$ cat src/rtl/branch_flag_unit_if.sv
// ============================================================================
// Module      : branch_flag_unit_if
// Description : Execute-stage to branch-flag bus; master drives EX/control,
//               slave (branch_flag_unit) returns flags and flags_pending.
// Revision    : 1.0 - initial release
// ============================================================================
`default_nettype none

interface branch_flag_unit_if #(
  parameter int DATA_W = 16
);
  logic              ex_valid;
  logic [4:0]        ex_opcode;
  logic [DATA_W-1:0] ex_result;
  logic              ex_ovf;
  logic              stall;
  logic              flush;
  logic              int_save;
  logic              int_restore;
  logic [1:0]        flags;
  logic              flags_pending;

  modport master (
    output ex_valid, ex_opcode, ex_result, ex_ovf,
    output stall, flush, int_save, int_restore,
    input  flags, flags_pending
  );

  modport slave (
    input  ex_valid, ex_opcode, ex_result, ex_ovf,
    input  stall, flush, int_save, int_restore,
    output flags, flags_pending
  );
endinterface

`default_nettype wire

$ cat src/rtl/branch_flag_unit.sv
// ============================================================================
// Module      : branch_flag_unit
// Description : Registers Z/N condition flags from ALU results for branch
//               logic, with stall/flush and interrupt save/restore.
//               Optional macro FLAG_BYPASS_EN forwards S1 flags combinationally.
// Revision    : 1.0 - initial release
// ============================================================================
`default_nettype none

module branch_flag_unit #(
  parameter int          DATA_W        = 16,
  parameter logic [31:0] FLAG_SET_MASK = 32'h0004_07FE
) (
  input  logic               clk,
  input  logic               rst,
  branch_flag_unit_if.slave  bus
);

  logic       w_set_ex;
  logic       r_s1_valid;
  logic       r_s1_z;
  logic       r_s1_n;
  logic [1:0] r_flags;
  logic [1:0] r_shadow;

  assign w_set_ex = bus.ex_valid & FLAG_SET_MASK[bus.ex_opcode];

  always_ff @(posedge clk) begin
    if (rst) begin
      r_s1_valid <= 1'b0;
      r_s1_z     <= 1'b0;
      r_s1_n     <= 1'b0;
      r_flags    <= 2'b00;
      r_shadow   <= 2'b00;
    end else if (!bus.stall) begin
      r_s1_valid <= w_set_ex & ~bus.flush & ~bus.int_restore;
      r_s1_z     <= (bus.ex_result == '0);
      r_s1_n     <= bus.ex_result[DATA_W-1] ^ bus.ex_ovf;
      // Save samples the pre-edge flags, so save+restore together swaps.
      if (bus.int_save)
        r_shadow <= r_flags;
      if (bus.int_restore)
        r_flags <= r_shadow;
      else if (r_s1_valid)
        r_flags <= {r_s1_z, r_s1_n};
    end
  end

`ifdef FLAG_BYPASS_EN
  assign bus.flags         = (r_s1_valid & ~bus.stall) ? {r_s1_z, r_s1_n} : r_flags;
  assign bus.flags_pending = ~rst & w_set_ex;
`else
  assign bus.flags         = r_flags;
  assign bus.flags_pending = ~rst & (r_s1_valid | w_set_ex);
`endif

endmodule

`default_nettype wire

$ cat src/flat_wrapper.sv
// flat-port wrapper written by rule: the top's interface ports become plain ports
module branch_flag_unit_flat 
#(
  parameter int          DATA_W        = 16,
  parameter logic [31:0] FLAG_SET_MASK = 32'h0004_07FE
)
  (clk, rst, bus_ex_valid, bus_ex_opcode, bus_ex_result, bus_ex_ovf, bus_stall, bus_flush, bus_int_save, bus_int_restore, bus_flags, bus_flags_pending);
  branch_flag_unit_if #(.DATA_W(DATA_W)) bus_i ();
  input  logic clk;
  input  logic rst;
  input wire logic [$bits(bus_i.ex_valid)-1:0] bus_ex_valid;
  input wire logic [$bits(bus_i.ex_opcode)-1:0] bus_ex_opcode;
  input wire logic [$bits(bus_i.ex_result)-1:0] bus_ex_result;
  input wire logic [$bits(bus_i.ex_ovf)-1:0] bus_ex_ovf;
  input wire logic [$bits(bus_i.stall)-1:0] bus_stall;
  input wire logic [$bits(bus_i.flush)-1:0] bus_flush;
  input wire logic [$bits(bus_i.int_save)-1:0] bus_int_save;
  input wire logic [$bits(bus_i.int_restore)-1:0] bus_int_restore;
  output wire logic [$bits(bus_i.flags)-1:0] bus_flags;
  output wire logic [$bits(bus_i.flags_pending)-1:0] bus_flags_pending;
  assign bus_i.ex_valid = bus_ex_valid;
  assign bus_i.ex_opcode = bus_ex_opcode;
  assign bus_i.ex_result = bus_ex_result;
  assign bus_i.ex_ovf = bus_ex_ovf;
  assign bus_i.stall = bus_stall;
  assign bus_i.flush = bus_flush;
  assign bus_i.int_save = bus_int_save;
  assign bus_i.int_restore = bus_int_restore;
  assign bus_flags = bus_i.flags;
  assign bus_flags_pending = bus_i.flags_pending;
  branch_flag_unit #(.DATA_W(DATA_W), .FLAG_SET_MASK(FLAG_SET_MASK)) u_core (.clk(clk), .rst(rst), .bus(bus_i));
endmodule
$ cat config.mk
export PLATFORM = sky130hd
export DESIGN_NAME = branch_flag_unit_flat
export DESIGN_NICKNAME = d
export VERILOG_FILES = /design/src/rtl/branch_flag_unit_if.sv /design/src/rtl/branch_flag_unit.sv /design/src/flat_wrapper.sv
export SDC_FILE = /design/constraint.sdc
export NUM_CORES = 1
export LEC_CHECK = 0
export CAP_MARGIN = 20
export CELL_PAD_IN_SITES_DETAIL_PLACEMENT = 1
export CELL_PAD_IN_SITES_GLOBAL_PLACEMENT = 2
export CORE_MARGIN = 3
export CORE_UTILIZATION = 14
export CTS_CLUSTER_SIZE = 8
export DETAILED_ROUTE_END_ITERATION = 8
export PLACE_DENSITY_LB_ADDON = 0.05
export SETUP_SLACK_MARGIN = 0.3
export SLEW_MARGIN = 40
export SYNTH_ARGS = -nofsm -noshare
export SYNTH_HDL_FRONTEND = slang
export SYNTH_SLANG_ARGS = --single-unit
$ cat constraint.sdc
create_clock -name clk -period 1.8 [get_ports clk]
set_input_delay 0.36 -clock clk [delete_from_list [all_inputs] [get_ports clk]]
set_output_delay 0.36 -clock clk [all_outputs]
set_load 0.01 [all_outputs]
==> results of run 1 <==
==> area by class of cell <==
class / count / area, um2
multi-input combinational: 34 / 230.2
timing repair buffer: 37 / 345.3
clock buffer: 4 / 26.28
sequential: 7 / 140.1
fill: 284 / 1563
tap: 28 / 35.03
==> worst max path at each step <==
stage                     slack (ps)  depth (start not counted)        startpoint                end
after floorplan                  220                          3  bus_ex_opcode[0]  bus_flags_pending
after global placement          -700                          5  bus_ex_opcode[0]  bus_flags_pending
after detailed placement        -710                          5  bus_ex_opcode[0]  bus_flags_pending
after CTS                        -70                          5  bus_ex_opcode[0]  bus_flags_pending
after global routing             -60                          5  bus_ex_opcode[0]  bus_flags_pending
final                            -30                          5  bus_ex_opcode[0]  bus_flags_pending
==> layer usage <==
layer / up-vias / routed length (um) / track usage [%]
met3: 7 / 89 / 4.072
met5: - / 0 / 0
li1: 242 / - / -
met4: 0 / 48 / 5.960
met2: 16 / 703 / 15.66
met1: 217 / 524 / 9.434
==> critical path, cell delays in order <==
cell and delay (ps):
buf_6 90, or4_4 520, and4_4 200, o21ba_4 190, buf_6 110
==> cells by family (layout without fill, tap and decap cells) <==
group / count (synthesis) / after routing / share of synthesized area, %
AO/OA/AOI/OAI: 9 / 9 / 18.49
XOR/XNOR: 1 / 1 / 2.398
AND/OR/NAND/NOR: 20 / 20 / 27.74
flip-flops: 7 / 7 / 38.35
buffers and inverters: 2 / 41 / 2.053
multiplexers: 4 / 4 / 10.96
==> flip-flops by register name (all words and copies together), names as in the netlist <==
register / cells
u_core.r_s1_valid: 1
u_core.bus.flags: 2
u_core.r_shadow: 2
u_core.r_s1_z: 1
u_core.r_s1_n: 1
==> power by group <==
part           internal (uW)  switching (uW)  leakage [uW]
clock                   84.8            61.4     0.0000150
sequential               161            3.59     0.0000570
combinational           80.3            34.4      0.000232
==> repair_timing <==
| item | 4_1_cts | 5_1_grt |
|---|---|---|
| gates resized for setup | 24 | 3 |
| hold endpoints to repair | 0 | 0 |
| pin swaps | 3 | 2 |
| buffers inserted | 3 | 0 |
| setup endpoints to repair | 3 | 1 |
==> through the flow <==
step / instances / power, uW
2_1_floorplan: 43 / 197.4
3_3_place_gp: 103 / 278.9
3_5_place_dp: 103 / 278.9
4_1_cts: 110 / 432.3
5_1_grt: 110 / 457.4
6_report: 110 / 425.1
==> placed cells by master (no fill, tap or decap) <==
cell type        Yosys  final
nor4_1               5      5
o21ba_4              0      1
clkbuf_1             1      1
clkbuf_4             0      3
o2bb2ai_1            1      1
a22o_2               1      1
mux2i_1              4      4
dlygate4sd2_1        0      3
nand4_1              1      1
buf_6                0      3
or4_4                0      1
o21a_1               1      1
nor2_1               9      9
o21ai_0              1      1
a211oi_1             2      2
and4_4               0      1
nand2_1              2      2
nor2b_1              1      1
dfxtp_1              7      7
buf_2                0      2
a31oi_1              1      1
clkdlybuf4s50_1      0     23
xnor2_1              1      1
buf_4                0      6
a21oi_1              1      1
==> flow_summary.yaml, run 1 <==
synthesis:
  synth_edf_count: 0
  ys_seq_area_share_pct: 38.36
  yosysMostFrequentCell: "nor2_1"
  ys.flop_type: "dfxtp_1"
  async_flop_share_pct: 0
  synthTopCellsByCount: "nor2_1, dfxtp_1, nor4_1"
  synth_top_area_cell: "dfxtp_1"
  synth_cell_type_count: 20
  synth.net_count: 72
  synth_top_area_share_pct: 38.36
  ys_warn_count: 0
  synth_area_per_cell_um2: 8.497
  ys_ff_latch: 7
  mappedNetlistArea_um2: 365.4
  synth_cells: 43
  synth.area.top_cells: "dfxtp_1, mux2i_1, nor2_1"
sta:
  timing.hold.ws_ps: 494.0
  layout_setup_ws_ps: -31.00
  fin_skew_ps: 0.7812
  max_freq_mhz: 546.2
  finalHoldViolCount: 0
  period_share_pct: 101.7
  period_needed_ps: 1831
  setup_viol: 1
  slew_headroom_pct: 82.25
  drv_slew: 0
  worstMarginPinSlew_ps: 263.8
  tns_ps: -31.00
  rsz0062_at_grt: "yes"
power_and_ir_drop:
  p_per_area_nw_per_um2: 547.2
  leakagePower_uw: 0.0003035
  vdd_drop_max_mv: 0.2647
placed_design:
  place_ws_ps: -705.5
  place.gp.congestion: 0.7118
  port_buffers: 31
  placed_area_um2: 732.0
  dpl.hpwl_um: 1084
cts:
  htreeDepth: 1
  cts_tree: "built"
  ctsHoldBuffers: 0
  clk_path_buf_depth: 2
  clkTransAtPathRegs_ps: 50
  clkLatencyLatePin_ps: 250
  cts_buffers: 3
  root_buffer: "clkbuf_4"
  clock_sinks: 7
grt:
  overflow: 0
  track_usage_pct: 9.343
  grt_start_max_net_pins: 9
  grt_pass1_vias: 510
  grt_pass1_wl_um: 2221
  antenna_found_initial: 0
setup_path:
  r2r_setup_slack_ps: 820
  setup.worst_path.start_class: "input pin"
  critPathRequiredTime_ps: 1440
  arrival_ps: 1470
  critPathKind: "in2out"
  worstSetupEndpointType: "output pin"
  timing.rr.start: "u_core.r_s1_valid"
  worstPathMaxFanout: 2
  r2r-end: "u_core.bus.flags[0]"
  worstRegToRegCells: 4
finish:
  fin_area_um2: 777.0
  drive_above_1_share_pct: 21.95
  post-route-util_pct: 33.21
  area.growth.synth_to_final_pct: 112.7
  finalNetCount: 112
  antenna_cells: 0
run:
  cap_violations: 0
floorplan:
  dieArea_um2: 3259
  fp.coreArea_um2: 2340
  ios: 32
  num_rows: 17
  initial_core_util_pct: 15.61
  chipHeight_um: 57.09
  die_x_um: 57.09
min_path:
  hold_path_class: "reg2reg"
  worstHoldStart: "u_core.r_shadow[1]"
  min_to: "u_core.r_shadow[1]"
  hold_depth: 2
route:
  drcViolationCount: 0
  vias_per_cell: 4.382
  vias: 482
  route.detailed.wl_per_inst_um: 12.42
  drt_iter0_drc: 1
  drt-total-wl_um: 1366
  ant_nets: 0
  first_pass_iters: 2
status:
  status: "complete, but fails checks"
  failed_checks: "setup timing"
(Power assumes the default switching activity.)
==> run 2, diff against run 1 <==
--- a/config.mk
+++ b/config.mk
@@ -8,13 +8,12 @@
 export CAP_MARGIN = 20
 export CELL_PAD_IN_SITES_DETAIL_PLACEMENT = 1
 export CELL_PAD_IN_SITES_GLOBAL_PLACEMENT = 2
-export CORE_MARGIN = 3
 export CORE_UTILIZATION = 14
 export CTS_CLUSTER_SIZE = 8
 export DETAILED_ROUTE_END_ITERATION = 8
 export PLACE_DENSITY_LB_ADDON = 0.05
 export SETUP_SLACK_MARGIN = 0.3
-export SLEW_MARGIN = 40
+export SLEW_MARGIN = 20
 export SYNTH_ARGS = -nofsm -noshare
 export SYNTH_HDL_FRONTEND = slang
 export SYNTH_SLANG_ARGS = --single-unit
==> constraint.sdc (replaced) <==
create_clock -name clk -period 1.7 [get_ports clk]
set_input_delay 0.34 -clock clk [delete_from_list [all_inputs] [get_ports clk]]
set_output_delay 0.34 -clock clk [all_outputs]
set_load 0.01 [all_outputs]
==> run 2 against run 1 <==
The run still ends with setup timing left. Cell count is 0.91% higher. Critical endpoint unchanged. Highest routed layer is now met3. Routed wire length is 18% lower. Clock skew is 4.5 ps higher. Count of clock-buffer cells in the layout stayed put. Largest power group unchanged. Sequential power is 6% higher. Via count is 1.0% lower. Cell area is 0.64% higher. Utilization is 1.6 points lower. Combinational power is 4% higher. Critical path depth stayed put.
==> flow_summary.yaml, run 2 (synthesis gave the netlist of run 1 again) <==
status:
  status: "complete, but fails checks"
  failed_checks: "setup timing"
sta:
  worstMarginPinSlew_ps: 275.7
  setup_viol: 1
  rsz0062_at_grt: "yes"
  slew_headroom_pct: 81.45
  period_needed_ps: 1833
  fin_skew_ps: 5.242
  layout_setup_ws_ps: -133.1
  timing.hold.ws_ps: 498.3
  max_freq_mhz: 545.5
  finalHoldViolCount: 0
  drv_slew: 0
  period_share_pct: 107.8
finish:
  antenna_cells: 0
  post-route-util_pct: 31.57
  final_cell_mix: "clkdlybuf4s50_1, nor2_1, dfxtp_1, buf_4"
  finalNetCount: 111
  stdcell_count: 111
  final_common_cell: "clkdlybuf4s50_1"
  multi_input_area_um2: 230.2
  drive_above_1_share_pct: 19.75
  area.growth.synth_to_final_pct: 114.0
  ff_latch_area_um2: 140.1
  fill_cells: 311
power_and_ir_drop:
  fin_total_pwr_uw: 443.5
  p_int_uw: 344.0
  swShare_pct: 22.43
  vdd_drop_max_mv: 0.2914
  p_sw_uw: 99.49
  combPwrFrac_pct: 27.0
  pwr-share-seq_pct: 39.2
  pwr-share-clk_pct: 33.9
  leakagePower_uw: 0.0002994
  p_per_area_nw_per_um2: 567.2
setup_path:
  arrival_ps: 1490
  critPathKind: "in2out"
  critPathRequiredTime_ps: 1360
  worstPathMaxFanout: 4
  worstSetupEndpointType: "output pin"
  setup.worst_path.start_class: "input pin"
floorplan:
  die_x_um: 53.09
  fp.coreArea_um2: 2477
  initial_core_util_pct: 14.75
  ios: 32
  dieArea_um2: 2818
  chipHeight_um: 53.09
  num_rows: 18
cts:
  cts_buffers: 3
  clk_path_buf_depth: 2
  clock_sinks: 7
  clkTransAtPathRegs_ps: 50
  htreeDepth: 1
  root_buffer: "clkbuf_4"
  clkLatencyLatePin_ps: 250
  cts_tree: "built"
placed_design:
  dp.cells: 105
  port_buffers: 31
  place.gp.congestion: 0.5949
route:
  drt-total-wl_um: 1121
  ant_nets: 0
  vias: 477
  drt_iter0_drc: 0
  vias_per_cell: 4.297
  route.detailed.wl_per_inst_um: 10.10
  first_pass_iters: 1
  drcViolationCount: 0
grt:
  grt_pass1_wl_um: 1683
  track_usage_pct: 8.631
  grt_pass1_vias: 423
  antenna_found_initial: 0
  grt_start_max_net_pins: 9
  overflow: 0
run:
  cap_violations: 0
min_path:
  hold_path_class: "reg2reg"
run 2: changes by cell type in the layout (fill, tap and decap cells not counted):
cell | previous run | this run
and4_1 | 0 | 1
and4_4 | 1 | 0
buf_2 | 2 | 1
buf_4 | 6 | 5
buf_8 | 0 | 1
nor4_1 | 5 | 4
nor4_2 | 0 | 1
or4_1 | 0 | 1
or4_4 | 1 | 0
run 2: power by group through the flow:
stage,Sequential (uW),Combinational (uW),Clock [uW]
final,174,120,150
after global routing,174,129,172
after CTS,174,119,159
after detailed placement,177,118,0
after global placement,178,118,0
after floorplan,178,31.1,0
run 2: cell type report:
class | count | area share (%)
flip-flops and latches | 7 | 17.92
clock buffers | 4 | 3.360
repair buffers | 36 | 44.48
well taps | 30 | 4.800
multi-input cells | 34 | 29.44
run 2: stage by stage:
stage,area (um2),TNS (ps),setup WS [ps]
2_1_floorplan,371.6,0,156.3
3_3_place_gp,734.5,-759.3,-754.9
3_5_place_dp,734.5,-786.2,-768.0
4_1_cts,772.0,-136.0,-136.0
5_1_grt,782.0,-156.6,-156.6
6_report,782.0,-133.1,-133.1
run 2: what timing repair did:
item,CTS,global route
gates resized for setup,25,4
pin swaps,3,3
hold buffers,0,0
setup endpoints to repair,4,2
buffers inserted,2,0
run 2: worst paths after layout:
check,startpoint,end,slack [ps],cells after the start
hold / removal,u_core.r_s1_n,u_core.r_s1_n,500,2
hold reg to reg,u_core.r_s1_n,u_core.r_s1_n,500,2
setup / recovery,bus_ex_opcode[3],bus_flags_pending,-130,5
setup reg to reg,u_core.r_s1_valid,u_core.bus.flags[0],720,4
run 2: per-layer routing:
| layer | share of wire [%] | up-vias | GRT usage [%] | wire length (um) |
|---|---|---|---|---|
| met5 | 0 | - | 0 | 0 |
| met4 | 0 | 0 | 7.895 | 0 |
| met3 | 11 | 0 | 3.448 | 119 |
| met2 | 48 | 27 | 13.08 | 541 |
| met1 | 41 | 212 | 9.014 | 460 |
| li1 | - | 238 | - | - |
run 2: critical path, cell delays in order:
cell     delay [ps]
buf_8           100
or4_1           520
and4_1          230
o21ba_4         190
buf_6           110
